## src/rtl/trap_redirect_unit.sv

```systemverilog
// trap_redirect_unit: supervisor trap entry/return CSRs, pipeline flush and single-cycle fetch redirect
module trap_redirect_unit #(
  parameter int XLEN = 64,
  parameter logic [XLEN-1:0] STVEC_RESET = 64'h0000_0000_0000_0100,
  parameter int FLUSH_CYCLES = 2
) (
  input  logic            clk,
  input  logic            reset,
  input  logic            exception_flag,
  input  logic [31:0]     scause,
  input  logic [XLEN-1:0] sepc,
  input  logic            sret,
  input  logic            csr_we,
  input  logic [11:0]     csr_addr,
  input  logic [XLEN-1:0] csr_wdata,
  output logic [XLEN-1:0] csr_rdata,
  output logic            flush,
  output logic            redirect_valid,
  output logic [XLEN-1:0] redirect_pc,
  output logic            trap_active,
  output logic            priv_mode
);
  typedef enum logic [1:0] {IDLE, FLUSH, REDIRECT} state_t;
  state_t state;
  logic [3:0] cnt;
  logic [XLEN-1:0] stvec, sepc_csr, target, base, vec_pc, sstatus;
  logic [31:0] scause_csr;
  logic sie, spie, spp, priv;
  assign base = {stvec[XLEN-1:2], 2'b00};
  assign vec_pc = (stvec[1:0] == 2'd1 && scause[31]) ? base + {{(XLEN-33){1'b0}}, scause[30:0], 2'b00} : base;
  assign sstatus = {{(XLEN-9){1'b0}}, spp, 2'b00, spie, 3'b000, sie, 1'b0};
  assign csr_rdata = csr_addr == 12'h100 ? sstatus :
                     csr_addr == 12'h105 ? stvec :
                     csr_addr == 12'h141 ? sepc_csr :
                     csr_addr == 12'h142 ? {{(XLEN-32){1'b0}}, scause_csr} : '0;
  assign flush = state == FLUSH;
  assign redirect_valid = state == REDIRECT;
  assign trap_active = state != IDLE;
  assign priv_mode = priv;
  always_ff @(posedge clk) begin
    if (!reset) begin
      state <= IDLE;
      cnt <= '0;
      stvec <= STVEC_RESET;
      sepc_csr <= '0;
      scause_csr <= '0;
      sie <= 1'b0;
      spie <= 1'b0;
      spp <= 1'b0;
      priv <= 1'b1;
      target <= '0;
      redirect_pc <= '0;
    end else begin
      if (csr_we && csr_addr == 12'h100) begin
        sie <= csr_wdata[1];
        spie <= csr_wdata[5];
        spp <= csr_wdata[8];
      end
      if (csr_we && csr_addr == 12'h105) stvec <= {csr_wdata[XLEN-1:2], csr_wdata[1] ? 2'b00 : csr_wdata[1:0]};
      if (csr_we && csr_addr == 12'h141) sepc_csr <= {csr_wdata[XLEN-1:1], 1'b0};
      if (csr_we && csr_addr == 12'h142) scause_csr <= csr_wdata[31:0];
      case (state)
        IDLE: begin
          if (exception_flag) begin
            sepc_csr <= {sepc[XLEN-1:1], 1'b0};
            scause_csr <= scause;
            spp <= priv;
            spie <= sie;
            sie <= 1'b0;
            priv <= 1'b1;
            target <= vec_pc;
            cnt <= '0;
            state <= FLUSH;
          end else if (sret) begin
            priv <= spp;
            sie <= spie;
            spie <= 1'b1;
            spp <= 1'b0;
            target <= sepc_csr;
            cnt <= '0;
            state <= FLUSH;
          end
        end
        FLUSH: begin
          if (cnt == 4'(FLUSH_CYCLES - 1)) begin
            redirect_pc <= target;
            state <= REDIRECT;
          end else cnt <= cnt + 4'd1;
        end
        REDIRECT: state <= IDLE;
        default: state <= IDLE;
      endcase
    end
  end
endmodule

```

## config.mk

```make
export PLATFORM = sky130hd
export DESIGN_NAME = trap_redirect_unit
export DESIGN_NICKNAME = d
export VERILOG_FILES = /design/src/rtl/trap_redirect_unit.sv
export SDC_FILE = /design/constraint.sdc
export NUM_CORES = 1
export LEC_CHECK = 0
export ABC_AREA = 1
export CAP_MARGIN = 20
export CORE_ASPECT_RATIO = 0.7
export CORE_MARGIN = 2
export CORE_UTILIZATION = 25
export DETAILED_ROUTE_END_ITERATION = 8
export GPL_ROUTABILITY_DRIVEN = 0
export PLACE_DENSITY_LB_ADDON = 0.15
export SLEW_MARGIN = 10
export SYNTH_ARGS = -nofsm -noshare
export SYNTH_HDL_FRONTEND = slang
export SYNTH_SLANG_ARGS = --single-unit
```

## constraint.sdc

```tcl
create_clock -name clk -period 2.1 [get_ports clk]
set_input_delay 0.42 -clock clk [delete_from_list [all_inputs] [get_ports clk]]
set_output_delay 0.42 -clock clk [all_outputs]
set_load 0.05 [all_outputs]
```

Yosys cells after proc, flatten, opt, wreduce, memory -nomap -nowiden

Index checks and enable logic that the tools add are counted.

Flip-flop bits (word level): 298
Latch bits: 0
RAM bits: 0
ROM bits: 0
Logic and storage cells: 73
Memories: 0

Add/subtract/negate cells: 2
Multipliers: 0
Div/mod/pow operators: 0
$lt $le $gt $ge: 0
Equal/unequal tests: 11
Shifts and indexed selects: 0
Muxes and demuxes: 36
Bitwise gates (word level): 0
Reduce and logical (&&, ||, !) cells: 13

Operators by type and width:

| cell                                                                    | count |
|---|---|
| 64-bit 2-to-1 mux                                                       | 9 |
| 32-bit 2-to-1 mux                                                       | 4 |
| 64-bit by 33-bit adder with 64-bit output                               | 1 |
| 12-bit by 9-bit == test with 1-bit output, second input constant        | 4 |
| 1-bit 2-to-1 mux                                                        | 15 |
| 4-bit 2-to-1 mux                                                        | 3 |
| 4-bit case mux with 2 select lines                                      | 1 |
| 2-bit 2-to-1 mux                                                        | 3 |
| 2-bit AND reduction                                                     | 3 |
| 2-bit nonzero test                                                      | 3 |
| 1-bit logical AND                                                       | 5 |
| 4-bit by 1-bit adder with 4-bit output, second input constant           | 1 |
| 2-bit by 1-bit == test with 1-bit output, second input constant         | 2 |
| 4-bit by 1-bit == test with 1-bit output, second input constant         | 1 |
| 2-bit case mux with 2 select lines                                      | 1 |
| 3-bit inequality test, second input constant                            | 1 |
| 3-bit AND reduction                                                     | 1 |
| 2-bit == test, second input constant                                    | 1 |
| 2-bit logical NOT                                                       | 1 |
| 2-bit by 1-bit inequality test with 1-bit output, second input constant | 1 |
| 2-bit inequality test, second input constant                            | 1 |

Longest topological paths before layout

Depth after elaboration: 6
Mapped depth: 17

Worst setup path before layout

No wires, ideal clock.

Path type: in2out
Start: input port csr_addr[8]
End: output port csr_rdata[62]
Arrival time: 2.462 ns
Required time: 1.680 ns
Setup slack: -0.782 ns
Stages: 9
Buffers on the path: 1
Cell sequence: inv_1 > nor2_1 > nand2_1 > inv_1 > nand4_1 > inv_1 > nand2_1 > clkbuf_1 > o32ai_1

Cells in the longest elaborated chain, start to end: 4

RTL lines:

| element                                   | RTL line | source |
|---|---|---|
| start, declared                           | 14       | `input logic [11:0] csr_addr,` |
| 12-bit by 9-bit == test with 1-bit output | 34       | `csr_addr == 12'h141 ? sepc_csr :` |
| 64-bit 2-to-1 mux                         | 34       |  |
| 64-bit 2-to-1 mux                         | 33       | `csr_addr == 12'h105 ? stvec :` |
| 64-bit 2-to-1 mux *                       | 32       | `assign csr_rdata = csr_addr == 12'h100 ? sstatus :` |
| end, declared                             | 16       | `output logic [XLEN-1:0] csr_rdata,` |

Every way passes the cells marked *; elsewhere a longest branch is shown, timed or not.

Final worst setup path

Start: input port csr_addr[9]
End: output port csr_rdata[26]

Cells in the longest elaborated chain, start to end: 5

RTL lines:

| element                                   | RTL line | source |
|---|---|---|
| 12-bit by 9-bit == test with 1-bit output | 35       | `csr_addr == 12'h142 ? {{(XLEN-32){1'b0}}, scause_csr} : '0;` |
| 32-bit 2-to-1 mux                         | 35       |  |
| 64-bit 2-to-1 mux                         | 34       |  |
| 64-bit 2-to-1 mux                         | 33       |  |
| 64-bit 2-to-1 mux *                       | 32       |  |

Marks and branches as above.

==> run metrics <==
status finished, violations left; failing checks setup timing; Clk pin slew, worst setup/hold paths 0.06 ns; final hold vios 0; fillers 6579; pre-CTS setup slack -0.997 ns; Comb pwr share 17.5%; Simple-Gate Fraction of Synth Area 27.9%; VDD IR max 0.435 mV; vias in the first global route around 20000; max cap viols 0; antenna violations before repair 6; crit path setup slack, layout -0.253 ns; Synth Area in Compound Gates a little over a fifth; clock share of power 43.8%; H-tree depth 2; Placed Cells between 3000 and 4000; net count after synthesis 2816; drt initial violations 1745; Area Growth Syn to Fin 73.6%; Root Buffer clkbuf_16; Post-Synth Adder-Cell Area 2.61%; Post-route DRC 0; sequential element share of the synthesized area a little over a third; row count just under 80; Final Net Count 3403; CTS tree done; WP data required roughly 1.7 ns; skew final around 0.02 ns; Slew Viols, Final 0; first-pass GRT wire length between 100000 and 150000 um; gr usage total between 20% and 30%; arrival time at the worst endpoint 1.93 ns; XOR/XNOR Fraction of Synth Area between 1 and 1.5%; final worst path period share 112%; final WL 85600 um; Sw Pwr 4760 uW; clk sinks roughly 300; Die Wd 312 um; # IOs roughly 300; TritonRoute pass-1 iters 6; per-cell routed wire length around 21 um; Hold Crit Class primary input to flip-flop; Synth cell types 43; Pwr Total ~16000 uW; pwr/cell area 555 nW/um2; layout cells sized above 1 33.8%; Post-Syn Area 16600 um2; Num CTS Buffers 37; CP max FO 6; via count 20600; Final HPWL DP between 60000 and 70000 um; Startpoint Class primary input; P_leak ~0.012 uW; RSZ-0062 raised after global routing yes; Hold-fix buffers, CTS 0; max_slew headroom 55.9%; #FFs+latches synth just under 300; internal power 11200 uW; Crit Path Class primary input to output pin; YS warnings 0; Final Non-Filler Cells about 4100; initial core utilization 25.1%; Final Critical Period 2.35 ns; largest family of logic cells by synthesized area simple AND/OR/NAND/NOR gates; fmax 425 MHz; post-route ant nets 0; Mapped Cells 2605; Clock Path Buffers 3; I/O Buffers 307; switch share between 20 and 30%; vias per inst 5.00; clock insertion delay at the later pin of the skew report 0.57 ns; core footprint 66100 um2; share of power burned in registers 38.7%; pin count of the biggest net entering global routing 75; Fin Setup TNS -9.17 ns; chip height 220 um; post-synthesis mux area share 0%; die area ~70000 um2; final setup vio count 69; Syn Area/Cell 6.38 um2; actual slew at the worst max-slew pin 0.662 ns; CP Capture Type output pin; global route total overflow 0
-- timing repair --
item / 4_1_cts / 5_1_grt
hold endpoints to repair: 0 / 0
pin swaps: 63 / 194
setup buffers: 24 / 38
cloned: 6 / 0
endpoints found under the setup margin: 149 / 138
resized for setup: 337 / 437
-- worst paths after layout --
path	start	to	slack [ns]	cells after the start
setup reg to reg	stvec[16]$_SDFFE_PN0P_	target[37]$_SDFFE_PN0P_	-0.04	15
setup / recovery	csr_addr[9]	csr_rdata[26]	-0.25	11
hold / removal	reset	redirect_pc[13]$_SDFFE_PN0P_	0.18	3
hold reg to reg	target[60]$_SDFFE_PN0P_	target[60]$_SDFFE_PN0P_	0.45	2
-- synth_stat cells, drive strengths merged --
cell type / count / share of area [%]
and3: 1 / 0.038
nor3: 19 / 0.64
buf: 44 / 1.6
nand2: 540 / 12
a21o: 1 / 0.045
o211ai: 5 / 0.26
ha: 33 / 2.5
o22ai: 33 / 1.2
o221ai: 13 / 0.69
a32o: 1 / 0.060
a22oi: 1 / 0.045
o32ai: 1 / 0.053
clkinv: 2 / 0.045
o41ai: 1 / 0.053
dfxtp: 297 / 36
or2: 1 / 0.038
fa: 1 / 0.12
nor4: 8 / 0.30
or3: 1 / 0.038
nor2: 296 / 6.8
a31oi: 41 / 1.5
and2: 1 / 0.038
nor3b: 1 / 0.11
nand3: 220 / 6.7
xor2: 15 / 0.79
nand3b: 3 / 0.14
o21a: 1 / 0.045
nand4: 23 / 0.87
o31ai: 2 / 0.090
inv: 305 / 6.9
clkbuf: 106 / 2.4
xnor2: 4 / 0.21
a21oi: 199 / 6.0
o21ai: 385 / 12
-- cell families after synthesis --
kind of cell	count (synthesis)
compound gates	684
fa+ha+maj	34
flops	297
simple gates	1114
xor+xnor	19
buf+inv	457
-- layout by cell type, fill, tap and decap left out, types with 6 or more instances in the layout --
master           Yosys  final
a31oi_4              0     17
nand3_1            219    165
nor3_1              18     12
clkbuf_8             0      9
a21oi_2              0     16
buf_12               0    109
clkbuf_16            0     40
dfxtp_1            297    262
dfxtp_4              0      6
buf_6               10     47
nor4_1               8      6
clkdlybuf4s50_1      0    132
nand3_2              0     40
nand2_2              0    123
nand2_1            540    361
a31oi_1             41     24
nand3_4              1     15
nand2_4              0     51
o21ai_2              0     14
o21ai_0            341    300
inv_2                5     40
nor2_2               3     20
nor2_1             291    233
nand4_1             23     23
buf_4                0    331
nor2_4               2     43
xor2_1              15     11
ha_4                 0     30
inv_1              300    260
o21ai_1             44     71
dfxtp_2              0     29
o22ai_4              0     31
dlygate4sd2_1        0     59
buf_16               0      8
o221ai_4             0      8
a21oi_1            199    180
-- critical path: stages --
cell and delay (ns):
buf_6 0.10, nor2_4 0.11, nand2_4 0.08, buf_6 0.12
nor3_4 0.19, buf_12 0.14, buf_12 0.12, buf_16 0.16
nand3_4 0.08, a31oi_4 0.23, buf_12 0.16
-- power by group through the flow --
stage | Combinational [uW] | Sequential [uW] | Clock (uW)
6_report | 2790 | 6190 | 7020
2_1_floorplan | 967 | 6580 | 0
3_3_place_gp | 2550 | 6310 | 0
3_5_place_dp | 2560 | 6310 | 0
4_1_cts | 2630 | 6190 | 7150
5_1_grt | 3000 | 6230 | 7370
-- stage by stage --
step	hold slack, ns	area, um2	utilization, %
after floorplan	0.427	17500	-
after global placement	0.444	24600	37.1
after detailed placement	0.444	24600	37.1
after CTS	0.150	27200	41.1
after global routing	0.189	28800	43.6
final	0.179	28900	43.6
-- per-layer routing --
layer	part of all wire (%)	up-vias	track usage, %
met1	48	9883	35.8
met3	8.2	88	4.51
met5	0.025	-	0
li1	-	9816	-
met4	1.8	4	4.78
met2	42	772	35.4
-- state kept, by name, indices dropped and copies added, names as in the netlist --
name / flops
state: 2
spie: 1
scause_csr: 32
stvec: 63
redirect_pc: 64
sie: 1
priv_mode: 1
sepc_csr: 64
spp: 1
cnt: 4
target: 64
-- area by class of cell --
class                   count  area [um2]  area share, %
flip-flops and latches    297        6000           20.8
well taps                 891        1110           3.86
inverters                 307        1160           4.04
clock inverters            15         203          0.703
clock buffers              53        1120           3.88
diodes                      4        10.0         0.0347
multi-input cells        1851       11800           41.0
repair buffers            698        7400           25.6
(Power assumes the default switching activity.)
